<file path="config.mk">
export PLATFORM = sky130hd
export DESIGN_NAME = bcd_serial_adder
export DESIGN_NICKNAME = d
export VERILOG_FILES = /design/src/rtl/bcd_serial_adder.sv
export SDC_FILE = /design/constraint.sdc
export NUM_CORES = 1
export LEC_CHECK = 0
export ABC_AREA = 1
export CAP_MARGIN = 20
export CORE_MARGIN = 2
export CORE_UTILIZATION = 56
export DETAILED_ROUTE_END_ITERATION = 6
export GPL_ROUTABILITY_DRIVEN = 0
export PLACE_DENSITY = 0.85
export SKIP_LAST_GASP = 1
export SYNTH_ARGS = -nofsm -noshare
export SYNTH_HDL_FRONTEND = slang
export SYNTH_SLANG_ARGS = --single-unit
</file>
<file path="constraint.sdc">
create_clock -name clk -period 5.2 [get_ports clk]
set_input_delay 1.56 -clock clk [delete_from_list [all_inputs] [get_ports clk]]
set_output_delay 1.56 -clock clk [all_outputs]
set_load 0.005 [all_outputs]
</file>
<file path="src/rtl/bcd_serial_adder.sv">
`default_nettype none
// ============================================================================
// Module   : bcd_serial_adder
// Purpose  : Digit-serial packed-BCD adder, one decimal digit per clock, LSD first.
// Revision : 1.0  initial release
// ============================================================================
module bcd_serial_adder #(
    parameter int DIGITS = 4
) (
    input  logic                  clk,
    input  logic                  rst_n,
    input  logic                  start,
    input  logic [4*DIGITS-1:0]   a,
    input  logic [4*DIGITS-1:0]   b,
    input  logic                  cin,
    output logic [4*DIGITS-1:0]   sum,
    output logic                  cout,
    output logic                  busy,
    output logic                  done,
    output logic                  err
);

    localparam logic [1:0] S_IDLE = 2'd0;
    localparam logic [1:0] S_ADD  = 2'd1;
    localparam logic [1:0] S_DONE = 2'd2;
    localparam logic [2:0] LAST_IDX = 3'(DIGITS - 1);

    logic [1:0]          state_q, state_d;
    logic [4*DIGITS-1:0] a_q, a_d, b_q, b_d, sum_q, sum_d;
    logic [2:0]          idx_q, idx_d;
    logic                carry_q, carry_d;
    logic                cout_q, cout_d;
    logic                err_q, err_d;
    logic                busy_q, busy_d;
    logic                done_q, done_d;

    logic [3:0] w_dig_a, w_dig_b, w_dig_sum;
    logic [4:0] w_raw;
    logic       w_dig_carry;

    always_comb begin
        state_d = state_q;
        a_d     = a_q;
        b_d     = b_q;
        sum_d   = sum_q;
        idx_d   = idx_q;
        carry_d = carry_q;
        cout_d  = cout_q;
        err_d   = err_q;
        w_dig_a = 4'd0;
        w_dig_b = 4'd0;

        for (int i = 0; i < DIGITS; i++) begin
            if (idx_q == 3'(i)) begin
                w_dig_a = a_q[4*i +: 4];
                w_dig_b = b_q[4*i +: 4];
            end
        end

        // carry_q is preloaded with cin at capture, so digit 0 needs no special case
        w_raw = {1'b0, w_dig_a} + {1'b0, w_dig_b} + {4'd0, carry_q};
        if (w_raw > 5'd9) begin
            w_dig_sum   = w_raw[3:0] + 4'd6;
            w_dig_carry = 1'b1;
        end else begin
            w_dig_sum   = w_raw[3:0];
            w_dig_carry = 1'b0;
        end

        case (state_q)
            S_IDLE: begin
                if (start) begin
                    a_d     = a;
                    b_d     = b;
                    carry_d = cin;
                    idx_d   = 3'd0;
                    err_d   = 1'b0;
                    state_d = S_ADD;
                end
            end
            S_ADD: begin
                for (int i = 0; i < DIGITS; i++) begin
                    if (idx_q == 3'(i)) begin
                        sum_d[4*i +: 4] = w_dig_sum;
                    end
                end
                carry_d = w_dig_carry;
                if ((w_dig_a > 4'd9) || (w_dig_b > 4'd9)) begin
                    err_d = 1'b1;
                end
                if (idx_q == LAST_IDX) begin
                    cout_d  = w_dig_carry;
                    state_d = S_DONE;
                end else begin
                    idx_d = idx_q + 3'd1;
                end
            end
            S_DONE: begin
                state_d = S_IDLE;
            end
            default: begin
                state_d = S_IDLE;
            end
        endcase

        // Status flags registered from the next state so they align with it exactly
        busy_d = (state_d == S_ADD);
        done_d = (state_d == S_DONE);
    end

    always_ff @(posedge clk or negedge rst_n) begin
        if (!rst_n) begin
            state_q <= S_IDLE;
            a_q     <= '0;
            b_q     <= '0;
            sum_q   <= '0;
            idx_q   <= 3'd0;
            carry_q <= 1'b0;
            cout_q  <= 1'b0;
            err_q   <= 1'b0;
            busy_q  <= 1'b0;
            done_q  <= 1'b0;
        end else begin
            state_q <= state_d;
            a_q     <= a_d;
            b_q     <= b_d;
            sum_q   <= sum_d;
            idx_q   <= idx_d;
            carry_q <= carry_d;
            cout_q  <= cout_d;
            err_q   <= err_d;
            busy_q  <= busy_d;
            done_q  <= done_d;
        end
    end

    assign sum  = sum_q;
    assign cout = cout_q;
    assign err  = err_q;
    assign busy = busy_q;
    assign done = done_q;

endmodule
`default_nettype wire

</file>
Word level (Yosys, flattened, before mapping)
Index checks and enable logic that the tools add are counted.
Word-level totals
  word-level logic and storage cells: 62
  flip-flop bits (word level): 58
  input port bits: 36
  output and inout port bits: 20
Cells by class
  multiplexer cells: 21
  equality and inequality tests: 9
  reductions and logical operators: 12
  add/sub/neg operators: 4
  order comparisons: 3
Operators with widths (count)
  2-to-1 mux 4 bit: 9
  AND reduction 2 bit: 6
  > comparator 4 bit (second input constant): 2
  equality test 3 x 2 -> 1 bit (second input constant): 2
  2-to-1 mux 3 bit: 2
  != test 2 bit (second input constant): 3
  case mux 3 bit (2 select lines): 1
  AND reduction 3 bit: 2
  adder 4 x 4 -> 5 bit: 1
  adder 5 x 1 -> 5 bit: 1
  > comparator 5 x 4 -> 1 bit (second input constant): 1
  adder 4 x 3 -> 4 bit (second input constant): 1
  equality test 2 x 1 -> 1 bit (second input constant): 2
  2-to-1 mux 1 bit: 4
  2-to-1 mux 2 bit: 2
  case mux 1 bit (2 select lines): 2
  case mux 2 bit (2 select lines): 1
  adder 3 x 1 -> 3 bit (second input constant): 1
  equality test 3 x 1 -> 1 bit (second input constant): 1
  logical NOT 3 bit: 1
  equality test 2 bit (second input constant): 1
  logical NOT 2 bit: 1
  nonzero test 2 bit: 1
  logical OR 1 bit: 1

Logic depth before layout (Yosys ltp)
  word-level depth: 10
  mapped depth: 22
  mapped depth without buffers: 21

Least setup slack after synthesis
OpenSTA, ideal clock, no wires.
  path kind: flip-flop to flip-flop
  start: register idx_q[1]
  end: register sum_q[13], in the netlist sum[13]
  stages on the path, launching flop included: 20
  setup time: 0.120 ns
  arrival time: 3.231 ns
  setup slack: 1.848 ns
  path through: dfrtp_1 -> inv_1 -> ha_1 -> buf_4 -> inv_1 -> nor2_2 -> nand2_1 -> a311oi_1 -> a21oi_1 -> fa_1 -> fa_1 -> xor2_2 -> ha_1 -> nand2_1 -> a21boi_0 -> nand2_1 -> nand2_2 -> nand2_1 -> nand3_1 -> nand2_1
Between the ends
  cells in the longest elaborated chain, start to end: 9
  elaborated cells between the ends (all ways): 18
Ends and longest elaborated chain
  from (decl): RTL line 30  | logic [2:0] idx_q, idx_d;
  from (signal assigned): RTL line 128  | idx_q <= idx_d;
  logical NOT 3 bit: RTL line 54  | if (idx_q == 3'(i)) begin
  2-to-1 mux 4 bit (4 in series): RTL line 54
  adder 4 x 4 -> 5 bit: RTL line 61  | w_raw = {1'b0, w_dig_a} + {1'b0, w_dig_b} + {4'd0, carry_q};
  adder 5 x 1 -> 5 bit: RTL line 61
  adder 4 x 3 -> 4 bit / > comparator 5 x 4 -> 1 bit (equally long branches): RTL line 63, 62
  2-to-1 mux 4 bit: RTL line 62  | if (w_raw > 5'd9) begin
  to (signal assigned): RTL line 127  | sum_q <= sum_d;
  to (decl): RTL line 29  | logic [4*DIGITS-1:0] a_q, a_d, b_q, b_d, sum_q, sum_d;
Parallel ways exist; a longest one is shown, timed or not.
A chain may end at the register's enable or synchronous reset.

Final worst setup path
  start: register idx_q[1]
  end: register sum_q[9], in the netlist sum[9]
The elaborated chain is that of the path after synthesis.

==> results.cfg <==
[drt]
wl_met1_um = 2812
num_vias = 2330
drt_iter0_markers = 140
drtPass1Iterations = 4
wl_um = 6265
vias_per_cell = 5.248
antenna_left = 0
post_drt_wl_per_cell_um = 14.11
wl_met3_um = 397
wl_met2_um = 2914
top_layer = met4
drc = 0

[logic_synthesis]
async_reset_ff_share_pct = 100.0
ys_ff_latch = 58
ys.flop_type = dfrtp_1
yosysUniqueCellTypes = 29
synth_edf_count = 0
avgSynthCellArea_sq_um = 9.301
yosysWarningCount = 0
synthesis.nets = 356
yosysSeqAreaShare_pct = 50.50
yosysTopAreaCellShare_pct = 50.50
synthTopCellsByArea = dfrtp_1, nand2_1, mux2_2, nand3_1, inv_1
syn_inst = 309
syn_area_sq_mm = 0.002874
synth_largest_area_cell = dfrtp_1

[run]
drv_cap = 0

[final_layout]
final_common_cell = nand2_1
layout_common_cells = nand2_1, dfrtp_1, clkdlybuf4s50_1
postLayoutCellArea_sq_mm = 0.003691
drive_above_1_share_pct = 15.51
finalNonFillerCells = 444
nets = 416
area_growth_pct = 28.43
insertedDiodeCount = 0

[sta]
period_minus_slack_ns = 3.877
finalSetupTns_ns = 0
setup_viol = 0
tightest_slew_ns = 0.6374
drv_slew = 0
fin_crit_sh_pct = 74.55
fmax_ghz = 0.2579
skew_ns = 0.005845
hold_viol = 0
max-slew-margin-rel_pct = 57.51
rsz0062_at_grt = no

[clock_network]
cts_root_buf = clkbuf_8
htreeDepth = 3
clock-sinks = 58
postCtsResizedCells = 0
clk_latency_ns = 0.35
post_cts_buffers = 0
numCtsBuffers = 9
cts_buffer_depth = 2
hold_buffers = 0
cts.reportedPaths.clkPinSlew_ns = 0.07
cts_tree = built

[global_route]
grt_max_degree = 39
grt_overflow = 0
grt_pass1_vias = 2272
track_usage_pct = 25.20
grt_first_pass_wirelength_um = 10430
antenna_found_initial = 0

[floorplanning]
die_width_um = 75.64
start_util_pct = 57.00
die_h_um = 75.64
rows = 26
core_sq_mm = 0.005042
ios = 56
die-area_sq_mm = 0.005721

[placement]
dpl.cell_count = 428
portBuffers = 55
dpl.hpwl_um = 4595
place_area_sq_mm = 0.003472

[critical_path]
crit_path_max_fanout = 8
cp-start-kind = register
crit_type = register to register
cp.required_ns = 5.44
endpoint_kind = register
crit_arrival_ns = 4.11

[worst_hold_path]
hp-class = register to register

[outcome]
status = finished clean
## cells in the mapped netlist, types with 3 or more instances
| cell | number |
|---|---|
| nor2_1 | 17 |
| nand3_1 | 27 |
| mux2_2 | 26 |
| nand3b_1 | 3 |
| nor2_2 | 6 |
| nand2_1 | 82 |
| buf_2 | 4 |
| a21oi_1 | 11 |
| inv_1 | 34 |
| o21ai_0 | 11 |
| ha_1 | 9 |
| dfrtp_1 | 58 |
## cell families (layout without fill, tap and decap cells)
group	after synthesis	count (layout)	share of synthesized area, %
buffers and inverters	43	108	6.312
AO/OA/AOI/OAI	30	30	6.182
multiplexers	26	26	10.19
XOR/XNOR	1	1	0.5661
flip-flops	58	58	50.50
adder cells (fa/ha/maj)	11	11	5.311
AND/OR/NAND/NOR	140	140	20.94
## worst paths after layout
kind / from / cells after the start / to / slack, ns
worst max-delay path: idx_q[1]$_DFFE_PN0P_ / 18 / sum[9]$_DFFE_PN0P_ / 1.32
worst min-delay path: sum[7]$_DFFE_PN0P_ / 2 / sum[7]$_DFFE_PN0P_ / 0.48
worst max register to register: idx_q[1]$_DFFE_PN0P_ / 18 / sum[9]$_DFFE_PN0P_ / 1.32
worst min register to register: sum[7]$_DFFE_PN0P_ / 2 / sum[7]$_DFFE_PN0P_ / 0.48
max in group asynchronous: rst_n / 2 / a_q[15]$_DFFE_PN0P_ / 3.14
min in group asynchronous: rst_n / 1 / a_q[2]$_DFFE_PN0P_ / 1.23
## area by class of cell
cell class	instances	area, sq um
fillers	376	1351
inverters	35	131.4
multi-input cells	208	1241
repair buffers	57	560.5
clock buffers	11	141.4
flip-flops and latches	58	1451
clock inverters	5	77.57
well taps	70	87.58
## registers in the layout, indices dropped and copies added (netlist names)
signal	flops
a_q	16
b_q	16
sum	16
idx_q	3
state_q	2
busy	1
carry_q	1
cout	1
done	1
err	1
## worst max-delay path: stages, from the launching register on
cell,delay (ns)
dfrtp_1,0.40
inv_1,0.10
ha_1,0.31
inv_1,0.16
nor2_2,0.22
nand2_1,0.09
a311oi_1,0.27
a21oi_1,0.09
fa_1,0.44
fa_1,0.44
xor2_2,0.21
ha_1,0.23
nand2_1,0.06
a21boi_0,0.20
nand2_1,0.15
nand2_2,0.12
nand2_1,0.12
nand3_1,0.10
nand2_1,0.06
## metal layers
layer / vias to the layer above / GRT usage, %
li1: 1120 / -
met1: 1113 / 33.57
met2: 83 / 38.65
met3: 14 / 7.672
met4: 0 / 10.53
met5: - / 0
## stage by stage
| step | setup slack (ns) | utilization, % | hold WS (ns) |
|---|---|---|---|
| finish | 1.323 | 73.20 | 0.4764 |
| global route | 0.9172 | 73.20 | 0.5016 |
| CTS | 1.329 | 73.20 | 0.4825 |
| detailed placement | 1.346 | 68.86 | 0.4650 |
| global placement | 1.569 | 68.86 | 0.4627 |
| floorplan | 1.848 | - | 0.4699 |
Power is not shown: default switching activity piles up to over one toggle a cycle in this logic, so the estimate is an artifact.
